[config.mk]
export PLATFORM = sky130hd
export DESIGN_NAME = enemy_fleet_ctrl
export DESIGN_NICKNAME = d
export VERILOG_FILES = /design/src/rtl/enemy_pkg.sv /design/src/rtl/alive_extent.sv /design/src/rtl/enemy_fleet_ctrl.sv
export SDC_FILE = /design/constraint.sdc
export NUM_CORES = 1
export LEC_CHECK = 0
export ABC_AREA = 0
export CORE_UTILIZATION = 40
export CTS_CLUSTER_DIAMETER = 120
export DETAILED_ROUTE_END_ITERATION = 8
export DONT_BUFFER_PORTS = 1
export GPL_TIMING_DRIVEN = 0
export PLACE_DENSITY = 0.59
export SYNTH_ARGS = -nofsm -noshare
export SYNTH_HDL_FRONTEND = slang
export SYNTH_SLANG_ARGS = --single-unit
[constraint.sdc]
create_clock -name clk_i -period 11.1 [get_ports clk_i]
set_input_delay 2.775 -clock clk_i [delete_from_list [all_inputs] [get_ports clk_i]]
set_output_delay 2.775 -clock clk_i [all_outputs]
set_load 0.01 [all_outputs]
[src/rtl/enemy_pkg.sv]
// rtl/enemy_pkg.sv - shared enemy fleet types and screen constants
//   fleet_state_e  : formation sequencer state
//   frame_rate_c   : video frames per second
//   screen_left_c  : leftmost legal pixel (inclusive)
//   screen_right_c : rightmost legal pixel (inclusive)
package enemy_pkg;

  typedef enum logic [1:0] {
    ST_IDLE    = 2'd0,
    ST_MARCH   = 2'd1,
    ST_CLEARED = 2'd2,
    ST_OVER    = 2'd3
  } fleet_state_e;

  localparam int frame_rate_c   = 60;
  localparam int screen_left_c  = 10;
  localparam int screen_right_c = 629;

endpackage

[src/rtl/alive_extent.sv]
// rtl/alive_extent.sv - live-ship extent and popcount of a row of dead flags
//   dead_i       : per-ship dead flags (index 0 leftmost)
//   lmin_o       : lowest live index (0 when none alive)
//   rmax_o       : highest live index (0 when none alive)
//   alive_cnt_o  : number of live ships
//   none_alive_o : every ship is dead
module alive_extent #(
  parameter int num_ships_p = 8
) (
  input  logic [num_ships_p-1:0] dead_i,
  output logic [3:0]             lmin_o,
  output logic [3:0]             rmax_o,
  output logic [3:0]             alive_cnt_o,
  output logic                   none_alive_o
);

  always_comb begin
    lmin_o      = '0;
    rmax_o      = '0;
    alive_cnt_o = '0;
    // Scanning downward leaves the lowest live index as the last write.
    for (int i = num_ships_p - 1; i >= 0; i--) begin
      if (!dead_i[i]) lmin_o = 4'(i);
    end
    // Scanning upward leaves the highest live index as the last write.
    for (int i = 0; i < num_ships_p; i++) begin
      if (!dead_i[i]) begin
        rmax_o      = 4'(i);
        alive_cnt_o = alive_cnt_o + 4'd1;
      end
    end
  end

  assign none_alive_o = &dead_i;

endmodule

[src/rtl/enemy_fleet_ctrl.sv]
// rtl/enemy_fleet_ctrl.sv - formation sequencer for one row of enemy ships
//   clk_i, reset_i : clock, synchronous active-high reset
//   frame_i        : one-cycle pulse per video frame
//   start_i        : start / restart request
//   dead_i         : per-ship dead flags
//   fleet_x_o/y_o  : fleet offset (column 0 left edge, top)
//   dir_right_o    : marching right
//   step_o         : offsets changed last edge
//   respawn_o      : re-arm all ships
//   active_o       : ships visible and marching
//   game_over_o    : fleet has landed
//   alive_cnt_o    : live ship count
module enemy_fleet_ctrl
  import enemy_pkg::*;
#(
  parameter int num_ships_p       = 8,
  parameter int ship_width_p      = 40,
  parameter int ship_height_p     = 20,
  parameter int ship_pitch_p      = 60,
  parameter int start_x_p         = 100,
  parameter int start_y_p         = 40,
  parameter int left_bound_p      = screen_left_c,
  parameter int right_bound_p     = screen_right_c,
  parameter int step_x_p          = 10,
  parameter int step_y_p          = 10,
  parameter int land_y_p          = 440,
  parameter int min_frames_p      = 4,
  parameter int frames_per_ship_p = 3,
  parameter int respawn_frames_p  = 5 * frame_rate_c
) (
  input  logic                   clk_i,
  input  logic                   reset_i,
  input  logic                   frame_i,
  input  logic                   start_i,
  input  logic [num_ships_p-1:0] dead_i,
  output logic [9:0]             fleet_x_o,
  output logic [9:0]             fleet_y_o,
  output logic                   dir_right_o,
  output logic                   step_o,
  output logic                   respawn_o,
  output logic                   active_o,
  output logic                   game_over_o,
  output logic [3:0]             alive_cnt_o
);

  localparam logic [10:0] pitch_c       = 11'(ship_pitch_p);
  localparam logic [10:0] width_c       = 11'(ship_width_p);
  localparam logic [10:0] height_c      = 11'(ship_height_p);
  localparam logic [10:0] left_bound_c  = 11'(left_bound_p);
  localparam logic [10:0] right_bound_c = 11'(right_bound_p);
  localparam logic [10:0] step_x11_c    = 11'(step_x_p);
  localparam logic [10:0] step_y11_c    = 11'(step_y_p);
  localparam logic [10:0] land_c        = 11'(land_y_p);
  localparam logic [9:0]  step_x_c      = 10'(step_x_p);
  localparam logic [9:0]  step_y_c      = 10'(step_y_p);
  localparam logic [9:0]  start_x_c     = 10'(start_x_p);
  localparam logic [9:0]  start_y_c     = 10'(start_y_p);
  localparam logic [9:0]  resp_last_c   = 10'(respawn_frames_p - 1);

  fleet_state_e state_q, state_d;
  logic [9:0]   x_q, x_d, y_q, y_d;
  logic         dir_q, dir_d;
  logic [9:0]   cnt_q, cnt_d;   // frame divider in MARCH, respawn delay in CLEARED
  logic         step_q, step_d;
  logic         respawn_q, respawn_d;
  logic         resp_d1_q;

  logic [3:0]   lmin, rmax, alive_cnt;
  logic         none_alive;

  alive_extent #(.num_ships_p(num_ships_p)) u_extent (
    .dead_i      (dead_i),
    .lmin_o      (lmin),
    .rmax_o      (rmax),
    .alive_cnt_o (alive_cnt),
    .none_alive_o(none_alive)
  );

  logic [10:0] left_edge, right_edge;
  logic [9:0]  period_m1;
  logic        step_due, move_ok, lands, clr_block;

  assign left_edge  = {1'b0, x_q} + 11'(lmin) * pitch_c;
  assign right_edge = {1'b0, x_q} + 11'(rmax) * pitch_c + width_c - 11'd1;
  // The left test adds the step to the bound instead of subtracting it from the edge.
  assign move_ok    = dir_q ? (right_edge + step_x11_c <= right_bound_c)
                            : !(left_edge < left_bound_c + step_x11_c);
  assign lands      = ({1'b0, y_q} + step_y11_c + height_c) >= land_c;
  assign period_m1  = 10'(min_frames_p - 1) + 10'(alive_cnt) * 10'(frames_per_ship_p);
  // ">=" rather than "==" so a period that shrinks below the count fires at once.
  assign step_due   = frame_i && (cnt_q >= period_m1);
  // Ships take up to two cycles to clear their dead flags after a respawn.
  assign clr_block  = respawn_q | resp_d1_q;

  always_ff @(posedge clk_i) begin
    if (reset_i) begin
      state_q   <= ST_IDLE;
      x_q       <= start_x_c;
      y_q       <= start_y_c;
      dir_q     <= 1'b1;
      cnt_q     <= '0;
      step_q    <= 1'b0;
      respawn_q <= 1'b0;
      resp_d1_q <= 1'b0;
    end else begin
      state_q   <= state_d;
      x_q       <= x_d;
      y_q       <= y_d;
      dir_q     <= dir_d;
      cnt_q     <= cnt_d;
      step_q    <= step_d;
      respawn_q <= respawn_d;
      resp_d1_q <= respawn_q;
    end
  end

  always_comb begin
    logic reinit;
    reinit    = 1'b0;
    state_d   = state_q;
    x_d       = x_q;
    y_d       = y_q;
    dir_d     = dir_q;
    cnt_d     = cnt_q;
    step_d    = 1'b0;
    respawn_d = 1'b0;
    unique case (state_q)
      ST_IDLE: begin
        if (start_i) reinit = 1'b1;
      end
      ST_MARCH: begin
        if (none_alive && !clr_block) begin
          state_d = ST_CLEARED;
          cnt_d   = '0;
        end else if (step_due) begin
          cnt_d = '0;
          // Without a live ship the extent is meaningless, so hold position.
          if (!none_alive) begin
            step_d = 1'b1;
            if (move_ok) begin
              x_d = dir_q ? x_q + step_x_c : x_q - step_x_c;
            end else begin
              y_d   = y_q + step_y_c;
              dir_d = ~dir_q;
              if (lands) state_d = ST_OVER;
            end
          end
        end else if (frame_i) begin
          cnt_d = cnt_q + 10'd1;
        end
      end
      ST_CLEARED: begin
        if (frame_i) begin
          if (cnt_q >= resp_last_c) reinit = 1'b1;
          else                      cnt_d  = cnt_q + 10'd1;
        end
      end
      ST_OVER: begin
        if (start_i) reinit = 1'b1;
      end
      default: state_d = ST_IDLE;
    endcase
    if (reinit) begin
      state_d   = ST_MARCH;
      x_d       = start_x_c;
      y_d       = start_y_c;
      dir_d     = 1'b1;
      cnt_d     = '0;
      respawn_d = 1'b1;
    end
  end

  always_comb begin
    active_o    = (state_q == ST_MARCH);
    game_over_o = (state_q == ST_OVER);
    fleet_x_o   = x_q;
    fleet_y_o   = y_q;
    dir_right_o = dir_q;
    step_o      = step_q;
    respawn_o   = respawn_q;
    alive_cnt_o = alive_cnt;
  end

endmodule

==> flow_summary.ini <==
[outcome]
status = completed

[clocking]
clkLatencyLatePin_ps = 290
ctsLongestPathBuffers = 2
tritoncts.num_buffers = 5
clkSlewWorstSetupHoldPaths_ps = 80
tritoncts_clock_tree = built
post_cts.repair.setup_buffers = 0
cts_hold_buffers = 0
clock-root-buffer = sky130_fd_sc_hd__clkbuf_8
cts_htree_levels = 2
cts.sink_count = 34
cts_repair_resize_count = 0

[sta]
maxSlewHeadroom = 0.483
setup_viol = 0
hold_violations = 0
clock_skew_ps = 11.8
finalCritPeriodShare = 0.840
slew_violations = 0
tns_ps = 0
final.min_clock_period_ps = 9330
final.hold.worst_slack_ps = 536
rsz0062_at_grt = no
actual_slew_at_the_worst_max_slew_pin_ps = 768
max_freq_ghz = 0.107

[setup_path]
slowest_stage = sky130_fd_sc_hd__xor2_1
reg2reg_setup_slack_ps = 7220
setup.worst_path.start_class = input port
rr_worst_depth = 13
end_kind = output pin
cp_data_arrival_time_ps = 6550
timing.setup.critical_path_class = in -> out
crit_top_cell = sky130_fd_sc_hd__ha_1
crit_buf_inv = 3
critPathMaxFanout = 5
cp_slowest_stage_delay_ps = 440
crit_required_ps = 8330
path_cells = inv_1, ha_1, xnor2_1, xor2_1, inv_1, ha_1, mux2_2, ha_1, mux2_2, ha_1, mux2_2, ha_1, nor2b_1, xnor2_1, xnor2_1, inv_1
cpLargestDelayFamily = adder cells
critical_path.reg2reg.startpoint = fleet_x_o[4]
r2r-end = fleet_x_o[6]

[place]
place_area_um2 = 4300
dp_hpwl_um = 7140
globalplace.congestion = 0.824
number_of_i_o_port_buffers = 0

[global_routing]
global_route_wire_length_before_repair_um = 15500
antenna_found_initial = 0
grt.overflow.total = 0
first_global_vias = 3423
grt_start_max_net_pins = 12
grt.total_usage = 0.172

[routing]
via_per_inst = 5.34
drt-total-wl_um = 8940
final_antenna_net_count = 0
via_count = 3509
remaining_drc_errors = 0
detailedRoute.firstPassIterationCount = 5
wl_per_cell_um = 13.6
initialDrtViolationCount = 181

[synthesis]
ys.flop_type = sky130_fd_sc_hd__dfxtp_1
synth.lib_cells_used.distinct = 58
seq_area_frac_synth = 0.165
synthArstFlopShare = 0
area_fraction_of_the_dominant_cell_type_after_synthesis = 0.224
synth_area_leaders = sky130_fd_sc_hd__ha_1 22%, sky130_fd_sc_hd__dfxtp_1 16%, sky130_fd_sc_hd__xnor2_1 7.4%, sky130_fd_sc_hd__inv_1 5.2%, sky130_fd_sc_hd__fa_1 4.4%
ys.warnings.count = 0
synth_edf_count = 0
netlist.top_cell.by_area = sky130_fd_sc_hd__ha_1
syn_area_um2 = 4130
syn_avg_cell_area_um2 = 8.03
post_synth_inst_count = 515
synth-seq-cells = 34

[die]
dieHeight_um = 104
floorplan.die_area_um2 = 10700
initial_utilization = 0.417
boundaryPins = 41
die_x_um = 104
core-area_um2 = 9910
floorplan.rows = 36

[cells_and_area]
layout-drive-gt1-share = 0.0458
nNetsFinal = 618
fill_cells = 1007
multi_input_comb_area_um2 = 3180
antennaDiodeCount = 0
flow.area_growth_from_synthesis_pct = 6.20
post-route-cell-area_um2 = 4390
most-common-layout-cells = 74 x sky130_fd_sc_hd__ha_1, 57 x sky130_fd_sc_hd__inv_1, 38 x sky130_fd_sc_hd__nor2_1, 35 x sky130_fd_sc_hd__xnor2_1, 34 x sky130_fd_sc_hd__dfxtp_1
regArea_um2 = 681
most_common_cell_after_layout_fill_and_taps_aside = sky130_fd_sc_hd__ha_1

[worst_hold_path]
hold_end = state_q[1]
holdCritStartpoint = state_q[1]
hold_path.class = reg -> reg
holdPathStages = 2

[flow_run]
maxCapViolations = 0

[power]
power-per-cell-area_nw_per_um2 = 142
irDropWorstVdd_v = 0.0000781
power.leakage_nw = 1.94
## through the flow
step,power [mW],utilization,setup slack (ps),cells
after floorplan,0.464,-,2080,516
after global placement,0.521,0.434,1550,649
after detailed placement,0.533,0.434,1470,649
after CTS,0.630,0.443,1770,657
after global routing,0.691,0.443,1270,657
final,0.625,0.443,1770,657
## state kept, by name, summed over array words and instances, names as in the netlist
register,count
fleet_y_o,9
fleet_x_o,9
respawn_o,1
resp_d1_q,1
state_q,2
dir_right_o,1
cnt_q,10
step_o,1
## Yosys cell counts (8+ instances only)
| master | n |
|---|---|
| sky130_fd_sc_hd__fa_1 | 9 |
| sky130_fd_sc_hd__inv_1 | 57 |
| sky130_fd_sc_hd__nor3_1 | 8 |
| sky130_fd_sc_hd__a21o_1 | 10 |
| sky130_fd_sc_hd__clkbuf_1 | 9 |
| sky130_fd_sc_hd__nor2b_1 | 12 |
| sky130_fd_sc_hd__xnor2_1 | 35 |
| sky130_fd_sc_hd__nand2_1 | 30 |
| sky130_fd_sc_hd__dfxtp_1 | 34 |
| sky130_fd_sc_hd__nor2_1 | 38 |
| sky130_fd_sc_hd__nand3_1 | 23 |
| sky130_fd_sc_hd__ha_1 | 74 |
| sky130_fd_sc_hd__xor2_1 | 14 |
| sky130_fd_sc_hd__a21oi_1 | 29 |
| sky130_fd_sc_hd__o21ai_0 | 21 |
## report_power, final
| part | internal, mW | switching [mW] | leakage (nW) |
|---|---|---|---|
| combinational | 0.184 | 0.217 | 1.62 |
| clock | 0.0443 | 0.0500 | 0.0452 |
| sequential | 0.125 | 0.00557 | 0.275 |
## per-layer routing
| layer | up-vias | part of all wire | GRT usage |
|---|---|---|---|
| met3 | 12 | 0.050 | 0.0346 |
| met2 | 69 | 0.46 | 0.297 |
| met1 | 1613 | 0.47 | 0.218 |
| li1 | 1815 | - | - |
| met4 | 0 | 0.016 | 0.0439 |
| met5 | - | 0 | 0 |
## worst register-to-register path: cells and delay by family (launching register included)
family | cells | cell delay (ps)
AOI/OAI and AO/OA | 6 | 1850
adders and majority gates | 2 | 630
buffers and inverters | 3 | 510
DFF | 1 | 490
muxes | 1 | 220
and+or+nand+nor | 1 | 60
## worst max path at each step
stage	start	endpoint	slack, ps	depth (start not counted)
global placement	dead_i[0]	dir_right_o	1550	30
detailed placement	dead_i[0]	dir_right_o	1470	30
finish	dead_i[0]	alive_cnt_o[2]	1770	16
CTS	dead_i[0]	alive_cnt_o[2]	1770	16
global route	dead_i[0]	dir_right_o	1270	30
floorplan	dead_i[0]	alive_cnt_o[2]	2080	16
## cells by family (layout without fill, tap and decap cells)
family	count (synthesis)	count (layout)	synth area share
and+or+nand+nor	147	147	0.176
AOI/OAI and AO/OA	119	119	0.191
adders and majority gates	83	83	0.268
buffers and inverters	71	79	0.0672
xor gates and xnor gates	49	49	0.104
DFF	34	34	0.165
muxes	11	11	0.0288
other	1	2	0.000907
## final cells by class
class	instances	share of cell area
Inverter	57	0.0487
Buffer	14	0.0145
Sequential cell	34	0.155
Tap cell	133	0.0379
Clock inverter	2	0.00313
Multi-Input combinational cell	411	0.724
Clock buffer	6	0.0165
No activity file was read; power rests on OpenSTA's default activity.
